## src/rtl/wb_router_pkg.sv

```systemverilog
// Shared thread/ALU sizing and the per-slot writeback record for wb_router.
package types;
  localparam int NUM_Threads = 4;
  localparam int NUM_ALUs    = 4;
  localparam int TID_W       = 3;

  typedef struct packed {
    logic [4:0]  rd_addr;
    logic [31:0] rd_data;
    logic        rd_wen;
    logic [31:0] jump_addr;
    logic        jump_en;
    logic        hold;
  } wb_result_t;
endpackage

```

## src/rtl/wb_router_flush_ctr.sv

```systemverilog
// Per-thread post-jump suppression counter: loads FLUSH_CYCLES on an accepted
// jump, then counts down to zero; FLUSH_CYCLES=0 disables suppression.
module wb_flush_ctr #(
  parameter int FLUSH_CYCLES = 2
) (
  input  logic clk,
  input  logic rst_n,
  input  logic jump_accept,
  output logic flush_active
);
  generate
    if (FLUSH_CYCLES == 0) begin : g_off
      assign flush_active = 1'b0;
    end else begin : g_on
      localparam int W = $clog2(FLUSH_CYCLES + 1);
      logic [W-1:0] fcnt_reg;

      // A jump seen while counting is already suppressed upstream, so the
      // load branch is only reachable from zero and never restarts a window.
      always_ff @(posedge clk or negedge rst_n) begin
        if (!rst_n) begin
          fcnt_reg <= '0;
        end else if (fcnt_reg != '0) begin
          fcnt_reg <= fcnt_reg - W'(1);
        end else if (jump_accept) begin
          fcnt_reg <= W'(FLUSH_CYCLES);
        end
      end

      assign flush_active = (fcnt_reg != '0);
    end
  endgenerate
endmodule

```

## src/rtl/wb_router.sv

```systemverilog
// Routes ALU writeback/control results to per-thread outputs (lowest ALU wins),
// with post-jump suppression. Optional conflict tracking: WB_CONFLICT_CHK_EN.
module wb_router
  import types::*;
#(
  parameter int FLUSH_CYCLES = 2
) (
  input  logic              clk,
  input  logic              rst_n,
  input  logic              alu_valid      [NUM_ALUs],
  input  logic [TID_W-1:0]  alu_tid        [NUM_ALUs],
  input  logic [4:0]        alu_rd_addr    [NUM_ALUs],
  input  logic [31:0]       alu_rd_data    [NUM_ALUs],
  input  logic              alu_rd_wen     [NUM_ALUs],
  input  logic [31:0]       alu_jump_addr  [NUM_ALUs],
  input  logic              alu_jump_en    [NUM_ALUs],
  input  logic              alu_hold       [NUM_ALUs],
  output logic [4:0]        rd_addr        [NUM_Threads],
  output logic [31:0]       rd_data        [NUM_Threads],
  output logic              rd_wen2reg     [NUM_Threads],
  output logic [31:0]       jump_addr2ctrl [NUM_Threads],
  output logic              jump_en2ctrl   [NUM_Threads],
  output logic              hold2ctrl      [NUM_Threads],
  output logic              flushing       [NUM_Threads],
  output logic              conflict       [NUM_Threads]
`ifdef WB_CONFLICT_CHK_EN
  ,
  output logic [7:0]        conflict_cnt
`endif
);
  wb_result_t           alu_res [NUM_ALUs];
  logic [NUM_ALUs-1:0]  live;
`ifdef WB_CONFLICT_CHK_EN
  logic [NUM_Threads-1:0] multi_vec;
`endif

  genvar gi;
  generate
    for (gi = 0; gi < NUM_ALUs; gi++) begin : g_slot
      assign live[gi]    = alu_valid[gi] && (int'(alu_tid[gi]) < NUM_Threads);
      assign alu_res[gi] = '{rd_addr:   alu_rd_addr[gi],
                             rd_data:   alu_rd_data[gi],
                             rd_wen:    alu_rd_wen[gi],
                             jump_addr: alu_jump_addr[gi],
                             jump_en:   alu_jump_en[gi],
                             hold:      alu_hold[gi]};
    end

    for (gi = 0; gi < NUM_Threads; gi++) begin : g_thread
      wb_result_t win;
      wb_result_t res_reg;
      logic       hit;
      logic       flush_active;
      logic       accept_jump;
`ifdef WB_CONFLICT_CHK_EN
      logic       multi;
      logic       conflict_reg;
`endif

      always_comb begin
        win = '0;
        hit = 1'b0;
`ifdef WB_CONFLICT_CHK_EN
        multi = 1'b0;
`endif
        for (int a = 0; a < NUM_ALUs; a++) begin
          if (live[a] && (int'(alu_tid[a]) == gi)) begin
`ifdef WB_CONFLICT_CHK_EN
            if (hit) multi = 1'b1;
`endif
            if (!hit) win = alu_res[a];
            hit = 1'b1;
          end
        end
      end

      assign accept_jump = win.jump_en && !flush_active;

      // Data/address fields pass through ungated; only the enables are masked.
      always_ff @(posedge clk or negedge rst_n) begin
        if (!rst_n) begin
          res_reg <= '0;
        end else begin
          res_reg <= '{rd_addr:   win.rd_addr,
                       rd_data:   win.rd_data,
                       rd_wen:    win.rd_wen && (win.rd_addr != 5'd0) && !flush_active,
                       jump_addr: win.jump_addr,
                       jump_en:   accept_jump,
                       hold:      win.hold && !flush_active};
        end
      end

      wb_flush_ctr #(.FLUSH_CYCLES(FLUSH_CYCLES)) u_flush_ctr (
        .clk          (clk),
        .rst_n        (rst_n),
        .jump_accept  (accept_jump),
        .flush_active (flush_active)
      );

      assign rd_addr[gi]        = res_reg.rd_addr;
      assign rd_data[gi]        = res_reg.rd_data;
      assign rd_wen2reg[gi]     = res_reg.rd_wen;
      assign jump_addr2ctrl[gi] = res_reg.jump_addr;
      assign jump_en2ctrl[gi]   = res_reg.jump_en;
      assign hold2ctrl[gi]      = res_reg.hold;
      assign flushing[gi]       = flush_active;

`ifdef WB_CONFLICT_CHK_EN
      always_ff @(posedge clk or negedge rst_n) begin
        if (!rst_n) conflict_reg <= 1'b0;
        else        conflict_reg <= multi;
      end
      assign multi_vec[gi] = multi;
      assign conflict[gi]  = conflict_reg;
`else
      assign conflict[gi]  = 1'b0;
`endif
    end
  endgenerate

`ifdef WB_CONFLICT_CHK_EN
  logic [7:0] conflict_cnt_reg;
  logic [8:0] cnt_sum;

  // Several threads may conflict in one cycle; each counts once, saturating.
  always_comb cnt_sum = {1'b0, conflict_cnt_reg} + 9'($countones(multi_vec));

  always_ff @(posedge clk or negedge rst_n) begin
    if (!rst_n) conflict_cnt_reg <= 8'd0;
    else        conflict_cnt_reg <= cnt_sum[8] ? 8'hFF : cnt_sum[7:0];
  end

  assign conflict_cnt = conflict_cnt_reg;
`endif
endmodule

```

## config.mk

```make
export PLATFORM = sky130hd
export DESIGN_NAME = wb_router
export DESIGN_NICKNAME = d
export VERILOG_FILES = /design/src/rtl/wb_router_pkg.sv /design/src/rtl/wb_router_flush_ctr.sv /design/src/rtl/wb_router.sv
export SDC_FILE = /design/constraint.sdc
export NUM_CORES = 1
export LEC_CHECK = 0
export ABC_AREA = 1
export CORE_AREA = 2 2 232 234
export CTS_CLUSTER_DIAMETER = 30
export CTS_CLUSTER_SIZE = 28
export DETAILED_ROUTE_END_ITERATION = 10
export DIE_AREA = 0 0 234 236
export GPL_TIMING_DRIVEN = 0
export PLACE_DENSITY = 0.57
export SYNTH_ARGS = -nofsm -noshare
export SYNTH_HDL_FRONTEND = slang
export SYNTH_HIERARCHICAL = 1
export SYNTH_SLANG_ARGS = --single-unit
```

## constraint.sdc

```tcl
create_clock -name clk -period 3.4 [get_ports clk]
set_input_delay 0.51 -clock clk [delete_from_list [all_inputs] [get_ports clk]]
set_output_delay 0.51 -clock clk [all_outputs]
set_load 0.005 [all_outputs]
```

==> results of run 1 <==
## what timing repair did
item,4_1_cts,5_1_grt
endpoints found under the setup margin,0,0
hold endpoints to repair,53,0
buffers inserted,0,0
gates resized for setup,0,0
hold buffers,1,0
## through the flow
stage	total power [mW]	util	setup WS (ns)	instance area, sq um
global route	14.40	0.4771	0.3073	25320
CTS	13.95	0.4770	0.5764	25310
global placement	6.266	0.4237	-11.08	22490
finish	13.86	0.4772	0.4541	25330
floorplan	4.841	-	1.485	15640
detailed placement	6.290	0.4254	-0.05040	22580
## layout make-up
| type | count | area, sq um | share of cell area |
|---|---|---|---|
| Antenna cell | 5 | 12.51 | 0.0004940 |
| Buffer | 151 | 708.2 | 0.02796 |
| Clock buffer | 92 | 2072 | 0.08181 |
| Clock inverter | 48 | 655.6 | 0.02589 |
| Inverter | 222 | 833.3 | 0.03290 |
| Multi-Input combinational cell | 1352 | 6693 | 0.2643 |
| Sequential cell | 296 | 7407 | 0.2925 |
| Tap cell | 696 | 870.8 | 0.03439 |
| Timing Repair Buffer | 601 | 6073 | 0.2398 |
## power groups by stage
stage / clock (mW) / sequential, mW / combinational [mW]
after floorplan: 0 / 3.98 / 0.864
after global placement: 0 / 3.99 / 2.28
after detailed placement: 0 / 3.98 / 2.31
after CTS: 7.69 / 3.93 / 2.33
after global routing: 7.90 / 3.95 / 2.55
final: 7.60 / 3.93 / 2.33
## metal layers
layer / vias to the layer above / global-route usage / wire length [um]
met5: - / 0 / 23
met3: 203 / 0.06443 / 7104
met2: 1110 / 0.4761 / 39240
met4: 4 / 0.1295 / 3295
met1: 8904 / 0.3740 / 33790
li1: 8341 / - / -
## kinds of logic (layout without fill, tap and decap cells)
| family | after synthesis | after routing |
|---|---|---|
| compound gates | 1076 | 1076 |
| buf+inv | 373 | 1114 |
| flops | 296 | 296 |
| simple gates | 264 | 264 |
| fa+ha+maj | 8 | 8 |
| other cells | 1 | 9 |
## worst paths after layout
path | start | endpoint | slack, ns | cells after the start
worst min-delay path | rst_n | g_thread[0].u_flush_ctr/g_on.fcnt_reg[0] | 0.41 | 2
max in group asynchronous | rst_n | rd_data[98] | 1.36 | 5
worst max register to register | g_thread[0].u_flush_ctr/g_on.fcnt_reg[1] | g_thread[0].u_flush_ctr/g_on.fcnt_reg[1] | 1.87 | 10
worst max-delay path | alu_valid[1] | g_thread[1].u_flush_ctr/g_on.fcnt_reg[0] | 0.45 | 15
min in group clk | g_thread[2].u_flush_ctr/g_on.fcnt_reg[0] | g_thread[2].u_flush_ctr/g_on.fcnt_reg[0] | 0.50 | 2
worst min register to register | g_thread[2].u_flush_ctr/g_on.fcnt_reg[0] | g_thread[2].u_flush_ctr/g_on.fcnt_reg[0] | 0.50 | 2
## critical path: cells and delay by family
kind	cells	cell delay, ns
buffers and inverters	6	1.33
AND/OR/NAND/NOR	6	1.22
AO/OA/AOI/OAI	3	0.42
## layout by cell type, fill, tap and decap left out, drive strengths merged, types with 36 or more instances in the layout
cell type / netlist / final
o21ai: 289 / 289
nand3: 36 / 36
nand2: 157 / 157
buf: 91 / 95
dfrtp: 296 / 296
nor2: 68 / 68
inv: 221 / 230
a21oi: 752 / 752
clkbuf: 60 / 152
clkdlybuf4s50: 0 / 596
==> run summary, run 1 <==
The run gives 6 as the number of antenna violations at the first check in global routing. After the flow finishes, the layout carries non-filler instances totaling 3463. Clock power share: 0.549.

TritonCTS built the clock tree. The tightest min-delay check is of the in2async type. After the first detailed-routing iteration, the DRC count stood at 1902. The residual antenna-violating net count after detailed routing was 0.

The fraction of the mapped netlist area in compound gates works out to 0.3505. The run gives 5132 as the number of fill cells. IR analysis of the VDD net gives a maximum drop of 0.3478 mV. The area share of the largest cell type after synthesis is 0.4739. The logs give 11.43 nW for the static power due to leakage and 602 for the I/O pin count.

The stage delay of the slowest cell on the critical path came out at 0.79 ns. The adder and majority cell fraction of the synthesized area was 0.006404. The transition time at the pin with the least slew margin came out at 1.020 ns. The register share of total power is 0.284, and the proportion of total power due to net switching is 0.2635. For this run, the number of Yosys warnings is 6. The internal power consumption was 10.21 mW. After synthesis, the most frequently instantiated cells are 752 x a21oi_1, 296 x dfrtp_1, 282 x o21ai_0, 213 x inv_1, 155 x nand2_1.

The total overflow left after global routing is 0. The layout overhead on the synthesized area is 62.03%. The most repeated cell in the gate-level netlist after synthesis is a21oi_1.

Including well taps, the total number of placed cells is 3317. The setup path with the least slack is of type in2reg. The most numerous cell type found on the critical path is nand2_1. Detailed routing inserted a total of 18562 vias. The worst setup path is captured at a register.

The initial core utilization is 0.2945, and the number of detailed-routing iterations run before antenna repair is 8. Portion of netlist area occupied by mux cells: 0. The ratio of cells with drive above 1 in the final layout was 0.08617.

The run gives 0 as the remaining design rule violation count. The die is 236 um tall. Yosys attributes the largest share of cell area to dfrtp_1 47%, a21oi_1 24%, o21ai_0 9.0%. For the final database, setup skew stands at 0.009298 ns. The horizontal die dimension came out at 234 um. Per-cell via count in the routed design: 5.360. On the critical path, the stage with the largest delay is an instance of nor2_1.

The most used flip-flop cell after synthesis is dfrtp_1. Xor and xnor fraction of the mapped netlist area: 0. The later pin in the worst-skew pair is clocked with a latency of 0.60 ns. At the end of the flow, the number of nets in the layout was 3014. Pin count of the biggest net entering global routing: 93. The proportion of power drawn by combinational gates is 0.168, and the cell area after synthesis is 15630 sq um. The clock net in this run drives a total of 296 sinks. The routed wirelength normalized by instance count is 24.10 um, and the core footprint is 53070 sq um. The total global routing track utilization was 0.2938. The run gives 55220 sq um as the total die area. Setup violations remaining at the end of the flow were counted as 0.

The synthesized instance count is 2018, and the sum of negative setup slack is 0 ns. Data on the critical path is required at its endpoint by 3.94 ns. The worst hold margin was 0.4107 ns; the count of input and output buffers was 597. The fraction of synthesis flops using an asynchronous set or reset pin works out to 1.000. Data arrives at the worst endpoint at 3.48 ns.

The run gives 0.3178 as the worst slew margin relative to its limit. In this run, CTS created clock tree buffers numbering 76. The placed wire-length estimate was 60770 um. The synthesized design spends more area on one cell type than any other, namely dfrtp_1. The run finished with clean final reports.

The CTS clock-pin slew for the worst setup and hold paths was 0.04 ns; the average cell area after synthesis was 7.745 sq um. The net switching power was 3.653 mW. The synthesized-area fraction occupied by and/or/nand/nor cells is 0.07037.

The first-pass GRT wire length is 120100 um, and the maximum clock rate is 339.5 MHz. The synthesized design contains 296 register bits. Total routed wirelength: 83450 um. The critical path goes through clkdlybuf4s50_1 -> inv_1 -> nor2_1 -> buf_4 -> nand2_1 -> nor2_1 -> buf_4 -> inv_1 -> o221ai_1 -> o21ai_0 -> a21oi_1 -> inv_1 -> nand2_1 -> nand2_1 -> nand2_1. The logs give 3 for the H-tree depth reported by CTS and 27 for the count of distinct cell types in the synthesized netlist. In this run, synthesis inferred 0 flip-flops with an integrated enable.

For the max-slew violation total from the final report, the log shows 0. The minimum clock period works out to 2.946 ns. The power per cell area works out to 547.4 nW/um^2. The tools report the via count of the first global-routing pass as 18664. The congestion estimate from routability-driven global placement came to 0.9331. The portion of the clock cycle consumed by the worst path in the final layout is 0.8665, and the post-synthesis sequential area ratio is 0.4739. The cell at the root of the clock tree is clkbuf_16.

The largest family of logic cells by synthesized area was compound AO/OA/AOI/OAI gates. The run gives 3 as the deepest clock path buffer count. Setup repair after global routing left no endpoint under its margin. The tools report the number of placement rows as 85. The tools report the type of origin of the critical path as an input port. The number of max-cap violations is 0, and the maximum fanout encountered on the critical timing path is 10. The tools report the final hold violation count as 0.
(Power assumes the default switching activity.)
==> inputs of run 2 (changes only) <==
--- a/config.mk
+++ b/config.mk
@@ -6,13 +6,14 @@
 export NUM_CORES = 1
 export LEC_CHECK = 0
 export ABC_AREA = 1
-export CORE_AREA = 2 2 232 234
+export CORE_AREA = 2 2 237 239
+export CTS_BUF_LIST = sky130_fd_sc_hd__clkbuf_8
 export CTS_CLUSTER_DIAMETER = 30
 export CTS_CLUSTER_SIZE = 28
 export DETAILED_ROUTE_END_ITERATION = 10
-export DIE_AREA = 0 0 234 236
+export DIE_AREA = 0 0 239 241
 export GPL_TIMING_DRIVEN = 0
-export PLACE_DENSITY = 0.57
+export PLACE_DENSITY = 0.55
 export SYNTH_ARGS = -nofsm -noshare
 export SYNTH_HDL_FRONTEND = slang
 export SYNTH_HIERARCHICAL = 1
==> run 2 against run 1 <==
  * Global-route usage shrank 0.54 points
  * Sequential share of layout area up 1.0 points
  * Final area is 3.4% lower
  * Largest cell class unchanged
==> run summary, run 2 (synthesis gave the netlist of run 1 again) <==
The logs give 0.6519 ns (+0.1978 ns) for the final critical-path setup slack and 0.3043 mV (-12%) for the largest voltage drop on the vdd net. Type of the setup path with the least slack: in2reg. The number of max-cap violations came out at 0 (unchanged). The worst setup path is launched from an input port. For the final hold violation count, the log shows 0 (unchanged).

The required arrival time at the worst endpoint was 3.86 ns (-0.08 ns); the ratio of cells with drive above 1 in the final layout was 0.08469 (-0.001479). The tools report the static power due to leakage as 11.04 nW (-3.4%). The number of nets in the finished design came out at 3015 (+0.033%).

The per-cell via count in the routed design is 5.293 (-1.3%). The routed wirelength normalized by instance count is 24.55 um (+1.9%), and the final RePlAce weighted congestion is 0.9168 (-1.7%). The via count of the first global-routing pass came out at 18529 (-0.72%). Horizontal die dimension: 239 um (+2.1%). The number of placement rows is 86 (+1.2%). The clock network latency to the later pin of the worst-skew pair was 0.64 ns (+0.04 ns). The total die area is 57600 sq um (+4.3%). Placed wire-length estimate: 62870 um (+3.5%).

The worst slew margin relative to its limit is 0.3625 (+0.04472), and the power per cell area is 478.9 nW/um^2 (-13%). The placed standard-cell area is 22560 sq um (about the same). The run finished with clean final reports. The logs give 0 (unchanged) for the residual antenna-violating net count after detailed routing and 54880 sq um (+3.4%) for the core footprint. The number of antenna violations at the first check in global routing came out at 12 (+6). The setup slack at placement came out at 0.04088 ns (+0.09128 ns).

TritonCTS built the clock tree. For the H-tree depth reported by CTS, the log shows 3 (unchanged). The worst setup path is captured at a register.

The leading cell type in the layout, fill and taps excluded is a21oi_1. The maximum fanout encountered on the critical timing path is 10 (unchanged), and the post-CTS setup-driven buffer insertion count is 0 (unchanged). The logs give 1.89 ns (+0.02 ns) for the setup slack on the worst flop-to-flop path and 18393 (-0.91%) for the via count of the routed design.

The count of input and output buffers came out at 597 (unchanged). The maximum clock rate is 363.9 MHz (+7.2%), and the remaining global-route overflow is 0 (unchanged). Compared with the post-synthesis result, the final layout area differs by 56.52%. The first-pass GRT wire length was 122100 um (+1.7%); the transition time at the pin with the least slew margin was 0.9563 ns (-0.06331 ns). The run gives 0.009945 ns (+0.0006470 ns) as the largest clock skew in the final design. The endpoint identified for the worst register-to-register timing path is g_thread[2].u_flush_ctr/g_on.fcnt_reg[0].

The logs give 0 (unchanged) for the remaining design rule violation count and 3.21 ns (-0.27 ns) for the data arrival time of the critical path. The run gives 0.4458 (-0.03143) as the utilization after layout. The tools report the total routed wirelength as 85300 um (+2.2%). For the final count of negative-setup-slack endpoints, the log shows 0 (unchanged). The run gives 602 (unchanged) as the I/O pin count. Class of the tightest hold or removal check: in2async.

The total global routing track utilization was 0.2884 (-0.005426); the portion of the clock cycle consumed by the worst path in the final layout was 0.8083 (-0.05818). The minimum clock period is 2.748 ns (-0.1978 ns), and the pin count of the biggest net entering global routing is 124 (+33%). Deepest clock path buffer count: 3 (unchanged). The number of fill cells is 5466 (+6.5%).

The startpoint of the lowest-slack register-to-register path was g_thread[2].u_flush_ctr/g_on.fcnt_reg[0]. Initial detailed-routing violation count: 1898 (-0.21%). The tools report the max-slew violation total from the final report as 0 (unchanged). The length in cells of the worst reg-to-reg path was 9 (-1).

The tools report the cell area after layout as 24460 sq um (-3.4%). Setup repair after global routing left no endpoint under its margin. CTS clock-pin slew for the worst setup and hold paths: 0.05 ns (about the same). In the layout the commonest cells are 752 x a21oi_1, 596 x clkdlybuf4s50_1, 296 x dfrtp_1. The initial core utilization was 0.2848 (-0.009703); the die boundary height was 241 um (+2.1%).

The tree is rooted in a clkbuf_8. The tools report the clock buffer count from CTS as 78 (+2.6%). The number of clock sinks is 296 (unchanged), and the number of detailed-routing iterations run before antenna repair is 6 (-2).
[run 2: layer usage]
layer	global-route usage	vias up	share of wire
met4	0.1011	6	0.027
met5	0	-	0.00040
met1	0.3610	8924	0.40
met2	0.4871	987	0.48
met3	0.06771	134	0.085
li1	-	8342	-
[run 2: timing repair]
item / 4_1_cts / 5_1_grt
hold buffers: 1 / 0
resized for setup: 0 / 0
hold endpoints to repair: 83 / 0
[run 2: cell type report]
cell class / instances / area, sq um / area share
diodes: 8 / 20.02 / 0.0008183
plain buffers: 151 / 708.2 / 0.02895
clock buffers: 87 / 1197 / 0.04895
clock inverters: 55 / 678.2 / 0.02772
inverters: 222 / 833.3 / 0.03406
multi-input cells: 1352 / 6693 / 0.2736
flip-flops and latches: 296 / 7407 / 0.3028
well taps: 704 / 880.8 / 0.03601
repair buffers: 600 / 6046 / 0.2471
[run 2: how the worst max path moves through the flow]
stage	start	cells past startpoint	slack, ns	endpoint
finish	alu_tid[6]	9	0.65	jump_addr2ctrl[75]
global route	alu_valid[1]	15	0.43	g_thread[1].u_flush_ctr/g_on.fcnt_reg[0]
CTS	alu_valid[1]	15	0.73	g_thread[1].u_flush_ctr/g_on.fcnt_reg[0]
detailed placement	alu_valid[1]	15	0.04	g_thread[1].u_flush_ctr/g_on.fcnt_reg[0]
global placement	rst_n	1	-10.96	jump_addr2ctrl[28]
floorplan	alu_valid[1]	13	1.48	g_thread[1].u_flush_ctr/g_on.fcnt_reg[0]
[run 2: metrics by stage]
stage	setup TNS, ns	instances	power [mW]	hold slack [ns]
final	0	3475	11.72	0.4604
after detailed placement	0	3324	6.310	0.5140
after CTS	0	3467	11.81	0.4317
after global placement	-3226.70	3322	6.280	0.4918
after global routing	0	3472	12.24	0.4811
after floorplan	0	2021	4.841	0.2144
[run 2: critical path: stages]
cell             delay [ns]
clkdlybuf4s50_1        0.51
inv_2                  0.11
nor2_1                 0.04
nand2_1                0.07
nand2_1                0.17
nor2_4                 0.50
buf_2                  0.48
buf_1                  0.55
a21oi_1                0.25
[run 2: where the power goes]
part / internal [mW] / switching, mW
Clock: 3.46 / 1.99
Combinational: 1.13 / 1.21
Sequential: 3.80 / 0.120
Total: 8.40 / 3.31
==> inputs of run 3 (changes only) <==
==> constraint.sdc (replaced) <==
create_clock -name clk -period 2.8 [get_ports clk]
set_input_delay 0.42 -clock clk [delete_from_list [all_inputs] [get_ports clk]]
set_output_delay 0.42 -clock clk [all_outputs]
set_load 0.005 [all_outputs]
==> run 3 against run 2 <==
  * Largest cell class unchanged
  * Highest routed layer unchanged
  * Critical path depth fell by 1
  * Utilization barely moved
  * Register-to-register slack lost 0.61 ns
  * Combinational power is 21% higher
  * Routed wire length about the same
  * Sequential cell count unchanged
  * Hold slack got worse by 0.091 ns
  * Clock power rose by 21%
  * Power up 21%
  * Global-route usage stayed put
  * Final area hardly changed
  * Via count increased by 0.44%
  * Critical endpoint is now rd_data[123]
==> run summary, run 3 (synthesis gave the netlist of run 1 again) <==
In the layout the commonest cells are 752 x a21oi_1, 596 x clkdlybuf4s50_1, 296 x dfrtp_1. The initial detailed-routing violation count was 1930 (+1.7%); the minimum clock period was 2.680 ns. For the residual antenna-violating net count after detailed routing, the log shows 0 (unchanged). The transition time at the pin with the least slew margin is 0.9091 ns (-0.04717 ns). Based on the critical path, the design can be clocked at up to 373.2 MHz.

Count of input and output buffers: 597 (unchanged). The tools report the final count of negative-setup-slack endpoints as 0 (unchanged). The tools report the element type at the critical path end as a register.

The die boundary height was 241 um (unchanged). The ratio of cells with drive above 1 in the final layout works out to 0.08505 (+0.0003619). TritonCTS built the clock tree. The max-slew violation total from the final report was 0 (unchanged); the number of detailed-routing iterations run before antenna repair was 6 (unchanged).

The portion of the clock cycle consumed by the worst path in the final layout is 0.9571, and the via count of the first global-routing pass is 18529 (unchanged). The per-cell via count in the routed design came out at 5.316 (+0.44%). The logs give 3 (unchanged) for the deepest clock path buffer count and 14.22 mW (+21%) for the total power of the final layout. The tools report the first-pass GRT wire length as 122100 um (unchanged).

Horizontal die dimension: 239 um (unchanged). The logs give 124 (unchanged) for the pin count of the biggest net entering global routing and 78 (unchanged) for the clock buffer count from CTS. For the area taken by multi-input logic gates, the log shows 6700 sq um (+0.11%). CTS clock-pin slew for the worst setup and hold paths: 0.06 ns (about the same). By startpoint and endpoint, the worst setup path is classified as in2reg. The final critical-path setup slack came out at 0.1201 ns (-0.5317 ns). The number of nets in the finished design is 3015 (unchanged), and the setup slack at placement is -0.4691 ns (-0.5100 ns). The tools report the final RePlAce weighted congestion as 0.9168 (unchanged).

The largest clock skew in the final design came out at 0.007411 ns (-0.002533 ns). The run gives 62870 um (unchanged) as the placed wire-length estimate. The number of placed cells counting well taps is 3324 (unchanged). For the data arrival time of the critical path, the log shows 3.18 ns (-0.03 ns). The core footprint came out at 54880 sq um (unchanged). The tools report the worst hold margin as 0.3697 ns (-0.09075 ns). Routed wirelength normalized by instance count: 24.57 um (about the same).

Type of origin of the critical path: an input port. The I/O pin count was 602 (unchanged). For the total global routing track utilization, the log shows 0.2884 (unchanged). Leaving out fill and tap cells, the most frequent cell in the layout is a21oi_1. The run gives 0 (unchanged) as the remaining design rule violation count. The total die area was 57600 sq um (unchanged). The class of the tightest hold or removal check was in2async.

The run gives 0.3698 mV (+22%) as the largest voltage drop on the vdd net. The flow ran to the end, and the final reports show no timing, DRC or antenna violations. The static power due to leakage was 11.04 nW (about the same). For the non-filler instance count after layout, the log shows 3475 (unchanged). Setup repair after global routing left no endpoint under its margin. The maximum fanout encountered on the critical timing path is 10 (unchanged), and the required arrival time at the worst endpoint is 3.30 ns (-0.56 ns).

The number of placement rows came out at 86 (unchanged). The remaining global-route overflow was 0 (unchanged); the power per cell area was 581.3 nW/um^2 (+21%). Placed standard-cell area: 22560 sq um (unchanged). The logs give 3 (unchanged) for the H-tree depth reported by CTS and 85360 um (about the same) for the total routed wirelength. The utilization after layout came out at 0.4459 (about the same). The logs give 0 ns (unchanged) for the sum of negative setup slack and 0.3939 (+0.03144) for the worst slew margin relative to its limit. The number of clock sinks is 296 (unchanged), and the layout overhead on the synthesized area is 56.56% (about the same). The final hold violation count was 0 (unchanged); the clock network latency to the later pin of the worst-skew pair was 0.64 ns (about the same). The run gives 7407 sq um (unchanged) as the register area. The number of max-cap violations was 0 (unchanged).

The run gives 5467 (+0.018%) as the number of fill cells. The cell at the root of the clock tree is clkbuf_8. The cell area after layout was 24470 sq um (about the same). The initial core utilization was 0.2848 (unchanged); the number of antenna violations at the first check in global routing was 12 (unchanged). For the via count of the routed design, the log shows 18474 (+0.44%).
## run 3: power breakdown
group / internal, mW / total (mW) / leakage [nW] / switching (mW)
combinational: 1.38 / 2.84 / 6.11 / 1.46
sequential: 4.62 / 4.76 / 3.97 / 0.146
clock: 4.21 / 6.62 / 0.961 / 2.41
total: 10.2 / 14.2 / 11.0 / 4.02
## run 3: metal layers
| layer | GRT usage | wire length, um |
|---|---|---|
| met1 | 0.3610 | 34160 |
| met2 | 0.4871 | 41220 |
| met3 | 0.06771 | 7573 |
| met4 | 0.1011 | 2383 |
| met5 | 0 | 34 |
## run 3: what timing repair did
action	CTS	global route
setup buffers	0	0
resized for setup	0	2
setup endpoints to repair	0	4
hold buffers	1	0
endpoints found under the hold margin	83	0
## run 3: final timing paths
kind | start | endpoint | slack, ns | cells after the start
worst min-delay path | rst_n | jump_en2ctrl[1] | 0.37 | 2
max in group asynchronous | rst_n | jump_addr2ctrl[116] | 1.31 | 3
worst max register to register | g_thread[0].u_flush_ctr/g_on.fcnt_reg[1] | g_thread[0].u_flush_ctr/g_on.fcnt_reg[1] | 1.28 | 10
min in group clk | alu_rd_data[0] | rd_data[96] | 0.39 | 3
worst max-delay path | alu_tid[4] | rd_data[123] | 0.12 | 8
worst min register to register | g_thread[3].u_flush_ctr/g_on.fcnt_reg[0] | g_thread[3].u_flush_ctr/g_on.fcnt_reg[0] | 0.52 | 2
## run 3: worst max-delay path: stages
cell	delay (ns)
clkdlybuf4s50_1	0.59
nor2_1	0.14
nand2_1	0.15
nand2_1	0.14
nor2_4	0.44
buf_2	0.49
buf_1	0.59
a21oi_1	0.20
## run 3: final cells by class
class / instances / share of cell area
clock buffer: 87 / 0.04893
multi-input combinational: 1352 / 0.2738
clock inverter: 55 / 0.02771
antenna: 8 / 0.0008181
tap: 704 / 0.03600
inverter: 222 / 0.03405
sequential: 296 / 0.3027
timing repair buffer: 600 / 0.2471
buffer: 151 / 0.02894
